## config.mk

```make
export PLATFORM = sky130hd
export DESIGN_NAME = lzrw_sequencer
export DESIGN_NICKNAME = d
export VERILOG_FILES = /design/src/rtl/lzrw_sequencer.sv
export SDC_FILE = /design/constraint.sdc
export NUM_CORES = 1
export LEC_CHECK = 0
export ABC_AREA = 1
export BUFFER_PORTS_ARGS = -buffer_cell sky130_fd_sc_hd__buf_4
export CAP_MARGIN = 20
export CORE_UTILIZATION = 53
export CTS_CLUSTER_DIAMETER = 80
export CTS_CLUSTER_SIZE = 24
export DETAILED_ROUTE_END_ITERATION = 6
export PLACE_DENSITY_LB_ADDON = 0.08
export SLEW_MARGIN = 20
export SYNTH_ARGS = -nofsm -noshare
export SYNTH_HDL_FRONTEND = slang
export SYNTH_SLANG_ARGS = --single-unit
```

## constraint.sdc

```tcl
create_clock -name i_clk -period 2.6 [get_ports i_clk]
set_input_delay 0.26 -clock i_clk [delete_from_list [all_inputs] [get_ports i_clk]]
set_output_delay 0.26 -clock i_clk [all_outputs]
set_load 0.01 [all_outputs]
```

## src/rtl/lzrw_sequencer.sv

```systemverilog
// LZRW1 compression control sequencer.
// Walks the input one item at a time and emits literal/copy items plus control words.
module lzrw_sequencer #(
   parameter int STRINGSIZE = 4096,
   parameter int MINMATCH   = 3
) (
   input  logic                              i_clk,
   input  logic                              i_rst_n,
   input  logic                              i_start,
   input  logic [$clog2(STRINGSIZE):0]       i_src_len,
   output logic [$clog2(STRINGSIZE)-1:0]     o_pos,
   output logic                              o_hash_en,
   input  logic                              i_tbl_rd_valid,
   input  logic                              i_tbl_hit,
   input  logic [3:0]                        i_cmp_len,
   output logic                              o_tbl_wr,
   output logic                              o_emit_valid,
   input  logic                              i_emit_ready,
   output logic                              o_emit_is_copy,
   output logic [3:0]                        o_emit_len,
   output logic                              o_ctrl_valid,
   input  logic                              i_ctrl_ready,
   output logic [15:0]                       o_ctrl_word,
   output logic                              o_busy,
   output logic                              o_done
);

   localparam int LW = $clog2(STRINGSIZE) + 1;

   localparam logic [2:0] S_IDLE    = 3'd0;
   localparam logic [2:0] S_LOOKUP  = 3'd1;
   localparam logic [2:0] S_WAIT    = 3'd2;
   localparam logic [2:0] S_DECIDE  = 3'd3;
   localparam logic [2:0] S_EMIT    = 3'd4;
   localparam logic [2:0] S_ADVANCE = 3'd5;
   localparam logic [2:0] S_FLUSH   = 3'd6;
   localparam logic [2:0] S_DONE    = 3'd7;

   logic [2:0]    r_state;
   logic [LW-1:0] r_len;
   logic [LW-1:0] r_pos;
   logic [3:0]    r_cnt;
   logic          r_hit;
   logic          r_looked;
   logic          r_is_copy;
   logic [3:0]    r_elen;
   logic [15:0]   r_ctrl;
   logic          r_busy;
   logic          r_done;

   logic [LW-1:0] w_rem;
   logic          w_short;
   logic [3:0]    w_clamp;
   logic          w_copy;
   logic [LW-1:0] w_step;
   logic [LW-1:0] w_pos_nx;
   logic [3:0]    w_cnt_nx;
   logic          w_start_ok;

   // Remaining bytes, clamped match length and next-position arithmetic.
   always_comb begin
      w_rem      = r_len - r_pos;
      w_short    = (w_rem < LW'(MINMATCH));
      w_clamp    = (w_rem < {{(LW-4){1'b0}}, i_cmp_len}) ? w_rem[3:0] : i_cmp_len;
      w_copy     = r_hit && (w_clamp >= 4'(MINMATCH));
      w_step     = r_is_copy ? {{(LW-4){1'b0}}, r_elen} : LW'(1);
      w_pos_nx   = r_pos + w_step;
      w_cnt_nx   = r_cnt + 4'd1;
      w_start_ok = i_start && ((r_state == S_IDLE) || (r_state == S_DONE));
   end

   // Strobes and valids decode straight from state so reset clears them at once.
   always_comb begin
      o_pos          = r_pos[LW-2:0];
      o_hash_en      = (r_state == S_LOOKUP) && !w_short;
      o_tbl_wr       = (r_state == S_EMIT) && i_emit_ready && r_looked;
      o_emit_valid   = (r_state == S_EMIT);
      o_emit_is_copy = r_is_copy;
      o_emit_len     = r_elen;
      o_ctrl_valid   = (r_state == S_FLUSH);
      o_ctrl_word    = r_ctrl;
      o_busy         = r_busy;
      o_done         = r_done;
   end

   // Main sequencing FSM: lookup, decide, emit, advance, flush.
   always_ff @(posedge i_clk or negedge i_rst_n) begin
      if (!i_rst_n) begin
         r_state   <= S_IDLE;
         r_len     <= '0;
         r_pos     <= '0;
         r_cnt     <= '0;
         r_hit     <= 1'b0;
         r_looked  <= 1'b0;
         r_is_copy <= 1'b0;
         r_elen    <= '0;
         r_ctrl    <= '0;
         r_busy    <= 1'b0;
         r_done    <= 1'b0;
      end else begin
         case (r_state)
            S_IDLE, S_DONE: begin
               if (w_start_ok) begin
                  r_len  <= i_src_len;
                  r_pos  <= '0;
                  r_cnt  <= '0;
                  r_ctrl <= '0;
                  if (i_src_len == '0) begin
                     r_done  <= 1'b1;
                     r_busy  <= 1'b0;
                     r_state <= S_DONE;
                  end else begin
                     r_done  <= 1'b0;
                     r_busy  <= 1'b1;
                     r_state <= S_LOOKUP;
                  end
               end
            end
            S_LOOKUP: begin
               if (w_short) begin
                  r_looked  <= 1'b0;
                  r_is_copy <= 1'b0;
                  r_elen    <= '0;
                  r_state   <= S_EMIT;
               end else begin
                  r_looked <= 1'b1;
                  r_state  <= S_WAIT;
               end
            end
            S_WAIT: begin
               if (i_tbl_rd_valid) begin
                  r_hit   <= i_tbl_hit;
                  r_state <= S_DECIDE;
               end
            end
            S_DECIDE: begin
               r_is_copy <= w_copy;
               r_elen    <= w_copy ? w_clamp : 4'd0;
               r_state   <= S_EMIT;
            end
            S_EMIT: begin
               if (i_emit_ready) begin
                  r_ctrl[r_cnt] <= r_is_copy;
                  r_state       <= S_ADVANCE;
               end
            end
            S_ADVANCE: begin
               r_pos <= w_pos_nx;
               r_cnt <= w_cnt_nx;
               if ((w_cnt_nx == 4'd0) || (w_pos_nx == r_len)) begin
                  r_state <= S_FLUSH;
               end else begin
                  r_state <= S_LOOKUP;
               end
            end
            S_FLUSH: begin
               if (i_ctrl_ready) begin
                  r_ctrl <= '0;
                  if (r_pos == r_len) begin
                     r_busy  <= 1'b0;
                     r_done  <= 1'b1;
                     r_state <= S_DONE;
                  end else begin
                     r_state <= S_LOOKUP;
                  end
               end
            end
            default: r_state <= S_IDLE;
         endcase
      end
   end

endmodule

```

After elaboration in Yosys (flattened, before gate mapping)
Cells that the tools add are included.
- flip-flop bits (word level): 58
- latch bits: 0
- RAM bits: 0
- bits in read-only memories: 0
- bits of input ports: 24
- output and inout bits: 39
- word-level logic and storage cells: 96
- memories: 0
- add/sub/neg operators: 3
- $mul: 0
- divide/modulo/power cells: 0
- order comparisons: 5
- eq/ne operators: 15
- shift-type cells: 0
- mux-type cells: 38
- bitwise logic cells: 0
- reductions and logical operators: 24
- operator list (operator ; count):
    16-bit 2-to-1 mux ; 3
    16-bit case mux with 3 select lines ; 1
    13-bit == test ; 2
    13-bit case mux with 2 select lines ; 1
    3-bit 2-to-1 mux ; 8
    3-bit case mux with 7 select lines ; 1
    4-bit 2-to-1 mux ; 5
    16-bit bitwise mux ; 1
    4-bit case mux with 2 select lines ; 2
    13-bit by 4-bit adder with 13-bit output ; 1
    13-bit zero test ; 1
    13-bit by 2-bit less-than comparator with 1-bit output (second input constant) ; 1
    13-bit by 4-bit less-than comparator with 1-bit output ; 1
    13-bit 2-to-1 mux ; 1
    13-bit subtractor ; 1
    3-bit == test (second input constant) ; 4
    4-bit AND reduction ; 3
    1-bit 2-to-1 mux ; 11
    2-bit AND reduction ; 4
    3-bit by 2-bit == test with 1-bit output (second input constant) ; 2
    1-bit logical AND ; 6
    2-bit by 1-bit != test with 1-bit output (second input constant) ; 3
    2-bit != test (second input constant) ; 3
    1-bit case mux with 2 select lines ; 3
    13 further kinds ; 16

Logic depth before layout (Yosys ltp)
- depth in word-level cells: 7
- mapped depth: 22
- gate-level depth less buffers: 22

Worst setup path after synthesis
Ideal clock, no wire load.
- kind: register to register
- start: register r_pos[0]
- end: register r_is_copy, in the netlist o_emit_is_copy
- library setup time: 0.117 ns
- arrival time: 2.480 ns
- required time: 2.483 ns
- path slack: 0.002 ns
- cell stages (with the launch flop): 15
- path buffers: 0
- clock period less this slack: 2.598 ns
- cells stage by stage: dfrtp_1 ha_1 fa_1 inv_1 ha_1 a21o_1 a21o_1 a21oi_4 nand4_4 nand2_1 nand2_1 nor2_2 nand2_2 nand2_1 o21ai_2
- longest elaborated chain between the ends: 6
- elaborated cells between the ends (all ways): 9
- classes of those cells: add/sub: 1; order compare: 3; eq/ne: 1; mux: 2; reduce/logical: 2
- RTL lines (what ; RTL line ; text):
    from (decl) ; 41 ; logic [LW-1:0] r_pos;
    from (signal assigned) ; 148 ; r_pos <= w_pos_nx;
    13-bit subtractor (*) ; 62 ; w_rem = r_len - r_pos;
    13-bit by 4-bit less-than comparator with 1-bit output ; 64 ; w_clamp = (w_rem < {{(LW-4){1'b0}}, i_cmp_len}) ? w_rem[3:0] : i_cmp_len;
    4-bit 2-to-1 mux ; 64 ;
    4-bit by 2-bit >= comparator with 1-bit output ; 65 ; w_copy = r_hit && (w_clamp >= 4'(MINMATCH));
    1-bit logical AND ; 65 ;
    1-bit case mux with 2 select lines ; 101 ; case (r_state)
    to (signal assigned) ; 137 ; r_is_copy <= w_copy;
    to (decl) ; 45 ; logic r_is_copy;
Every way passes the cells marked *; elsewhere a longest branch is shown, timed or not.
A chain may end at the register's enable or synchronous reset.

Worst setup path in the final report
Ends and elaborated chain as after synthesis.

==> results by group <==
Status
  – Status: complete, but fails checks
  – Failing checks: hold timing, setup timing

Layout
  – Final instance area: 5897 µm²
  – Fillers: 660
  – Layout area overhead: 31.21%
  – # nets final: 805
  – Antenna Cells: 0
  – Cell Count, Final, Fillers Out: 866
  – Share of layout cells above drive strength 1: 0.3062
  – Fin util: 0.7177

CTS
  – Clock Tree Buf Depth: 2
  – CTS tree: built
  – Max H-tree Level: 3
  – Clock transition at path regs: roughly 0.07 ns
  – Skew-Pair Late Insertion Delay: approximately 0.35 ns
  – Total clock sinks: 58
  – Root buffer cell: clkbuf_8
  – Num CTS Buffers: 9

Drt
  – DR pass1 iterations: 5
  – ANT nets after route: 0
  – Initial DRC Count: between 300 and 400
  – Vias/cell: between 5 and 6
  – Routed via count: 4853
  – Total Wirelength: 13310 µm
  – Drt drc: 0
  – DR WL/cell: around 15 µm

Die
  – Initial Util: 0.5470
  – Placeable Area: approximately 8200 µm²
  – DIE HEIGHT: 94.09 µm
  – Ports: 63
  – Die Wd: between 90 and 100 µm
  – Row count: 33
  – Die area: 8852 µm²

Critical path
  – Critical Path Fanout Max: 4
  – Crit-path cells: ha_4, fa_2, inv_2, ha_4, a21o_1, a21o_1, a21oi_4, nand4_4, nand2_2, nand2_2, nor2_2, nand2_2, nand2_2, o21ai_2
  – R2r worst-path depth: 14
  – CP startpoint kind: register
  – CP required: 2.84 ns
  – CP endpoint: o_emit_is_copy
  – Arrival @ worst endpoint: 2.91 ns
  – Critical Path End Type: register
  – CP delay by family, top: adder cells
  – Setup CP Type: register to register
  – Critical R2R Launch: r_pos[0]
  – CP startpoint: r_pos[0]
  – Slowest Stage Delay on Critical Path: roughly 0.53 ns
  – RR Endpoint: o_emit_is_copy
  – R2r setup slk: -0.07 ns
  – Worst path buffer plus inverter count: 1
  – CP max-delay cell: fa_2
  – Most frequent CP cell: nand2_2
  – CP Depth: 14

Synth
  – Dominant cells by area after synthesis: dfrtp_1, nand2_1, inv_1, ha_1, nand3_1
  – Post-Syn Area: 4494 µm²
  – YS warnings: 0
  – Number of synthesized register bits: between 50 and 60
  – Library cells used by synthesis: 40
  – Syn avg cell area: 6.872 µm²
  – Syn Inst Count: 654
  – Seq/Total Area, Yosys: 0.3229
  – EDFF count, synth: 0
  – Dominant cell type by area after synthesis: dfrtp_1
  – Synth async-reset ratio: 1.000
  – Post-synth top flop: dfrtp_1
  – Synth top area share: 0.3229
  – Syn Nets: about 700

Placement
  – DP Area: 5189 µm²
  – HPWL Detailed: ~9400 µm
  – Placed cell count: 830
  – Placer Congestion: 0.8924
  – IO buf count: 62

GRT
  – Vias in the first global route: 4448
  – Grt ovf: 0
  – First-pass GRT wire length: 20640 µm
  – Largest net degree at the start of global routing: 59
  – GRT Total Usage: 0.3013
  – Antenna violations before repair: 0

STA
  – Slew HR: 0.5079
  – Final WS setup: -0.07056 ns
  – Max-slew violation count: 0
  – Fin crit period: about 2.7 ns
  – Slew @ Worst Pin: 0.7382 ns
  – Fin Clk Skew: 0.01257 ns
  – Fmax: 0.3745 GHz
  – RSZ-0062 raised after global routing: true
  – Hold slack: -0.03309 ns
  – Period utilization: 1.027
  – Hold Vio Cnt, Final: 53
  – Final Setup Violations: 6

Run
  – Max-Cap Viols: 0

Pwr
  – Max IR drop VDD: 1221 µV
  – Pwr per Cell Area: 1503 nW/µm²
  – P_leak: between 3 and 4 nW

Hold path
  – Hold Path Class: primary input to asynchronous set/reset pin
==> worst register-to-register path, delay by kind of cell (launching register included) <==
kind | cells | cell delay, ns
compound gates | 4 | 0.57
fa+ha+maj | 3 | 0.92
buf+inv | 1 | 0.06
flops | 1 | 0.42
simple gates | 6 | 0.60
==> cells in the mapped netlist, drive strengths merged, types with 2 or more instances <==
master and number:
o31ai 13, dfrtp 58, inv 111, a21o 2, ha 23, nand4 17, buf 15, nand3b 8
o21ai 31, nand3 57, nor2 38, fa 2, a22o 2, nor4 3, o22ai 12, xor2 5
a31oi 10, clkbuf 6, nor3 6, a21oi 19, xnor2 3, nand2 207
==> through the flow <==
step	hold WS (ns)	power, mW	worst slack (ns)	TNS [ns]
after global routing	0.03431	9.611	-0.2117	-1.261
after CTS	0.006131	8.166	0.004838	0
after global placement	0.3687	6.709	0.007559	0
final	-0.03309	8.861	-0.07056	-0.2880
after detailed placement	0.3755	6.829	-0.07304	-0.2215
after floorplan	-0.03559	5.271	0.002244	0
==> kinds of logic after synthesis <==
family	share of synthesized area
AOI/OAI and AO/OA	0.1239
xor gates and xnor gates	0.01559
adders and majority gates	0.07294
buffers and inverters	0.1211
DFF	0.3229
muxes	0.002227
and+or+nand+nor	0.3413
==> where the power goes <==
group / switching, mW / internal, mW / total [mW]
clock: 0.410 / 0.371 / 0.781
combinational: 3.79 / 2.75 / 6.53
sequential: 0.352 / 1.19 / 1.55
==> worst min path at each step <==
stage,from,to,slack (ns),cells after the start
final,i_rst_n,r_pos[11],-0.03,1
after global routing,i_rst_n,o_ctrl_word[1],0.03,1
after CTS,i_rst_n,r_pos[11],0.006,1
after detailed placement,i_rst_n,r_pos[11],0.38,1
after global placement,i_rst_n,r_pos[11],0.37,1
after floorplan,i_rst_n,o_busy,-0.04,0
==> per-layer routing <==
layer  wire (µm)  share of wire  vias to the layer above  GRT usage
li1            -              -                     2331          -
met1        5775           0.43                     2301     0.3977
met2        6417           0.48                      192     0.5030
met3         810          0.061                       29    0.04693
met4         308          0.023                        0    0.09615
met5           0              0                        -          0
==> cell type report <==
type	count	area, µm²	area share
Inverter	111	416.7	0.07066
Tap cell	105	131.4	0.02228
Clock buffer	10	137.6	0.02334
Clock inverter	6	42.54	0.007214
Timing Repair Buffer	112	852.1	0.1445
Multi-Input combinational cell	464	2864	0.4857
Sequential cell	58	1453	0.2463
==> cell usage in the layout (no fill, tap or decap), types with 2 or more instances in the layout <==
master and count:
nand2_1 178, buf_4 109, inv_1 88, dfrtp_1 57
nand3_1 47, nor2_1 28, o21ai_0 28, nand2_2 25
inv_2 23, ha_4 16, nand4_1 14, a21oi_1 13
o31ai_1 13, o22ai_1 12, nand3_2 10, a31oi_1 10
clkbuf_8 10, nor2_2 8, nand3b_1 8, ha_1 7
nor3_1 6, xor2_1 5, nand2_4 4, a21oi_2 4
nor4_1 3, buf_6 3, xnor2_2 2, a21oi_4 2
o21ai_1 2, nand4_2 2, a22o_1 2, a21o_1 2
fa_2 2, clkinv_2 2, clkinv_4 2, clkinvlp_4 2
==> state kept, by name, indices dropped and copies added, names as in the netlist <==
register and count:
o_busy 1, o_ctrl_word 16, o_done 1, o_emit_is_copy 1, o_emit_len 4, r_cnt 4
r_hit 1, r_len 13, r_looked 1, r_pos 13, r_state 3
==> timing repair <==
action                                  4_1_cts  5_1_grt
hold buffers                                  0        0
buffers inserted                              6       14
pin swaps                                    18       39
endpoints found under the setup margin        8        9
gates resized for setup                      41       47
endpoints found under the hold margin         0        0
Note: power is estimated with default switching activity, not from simulation.
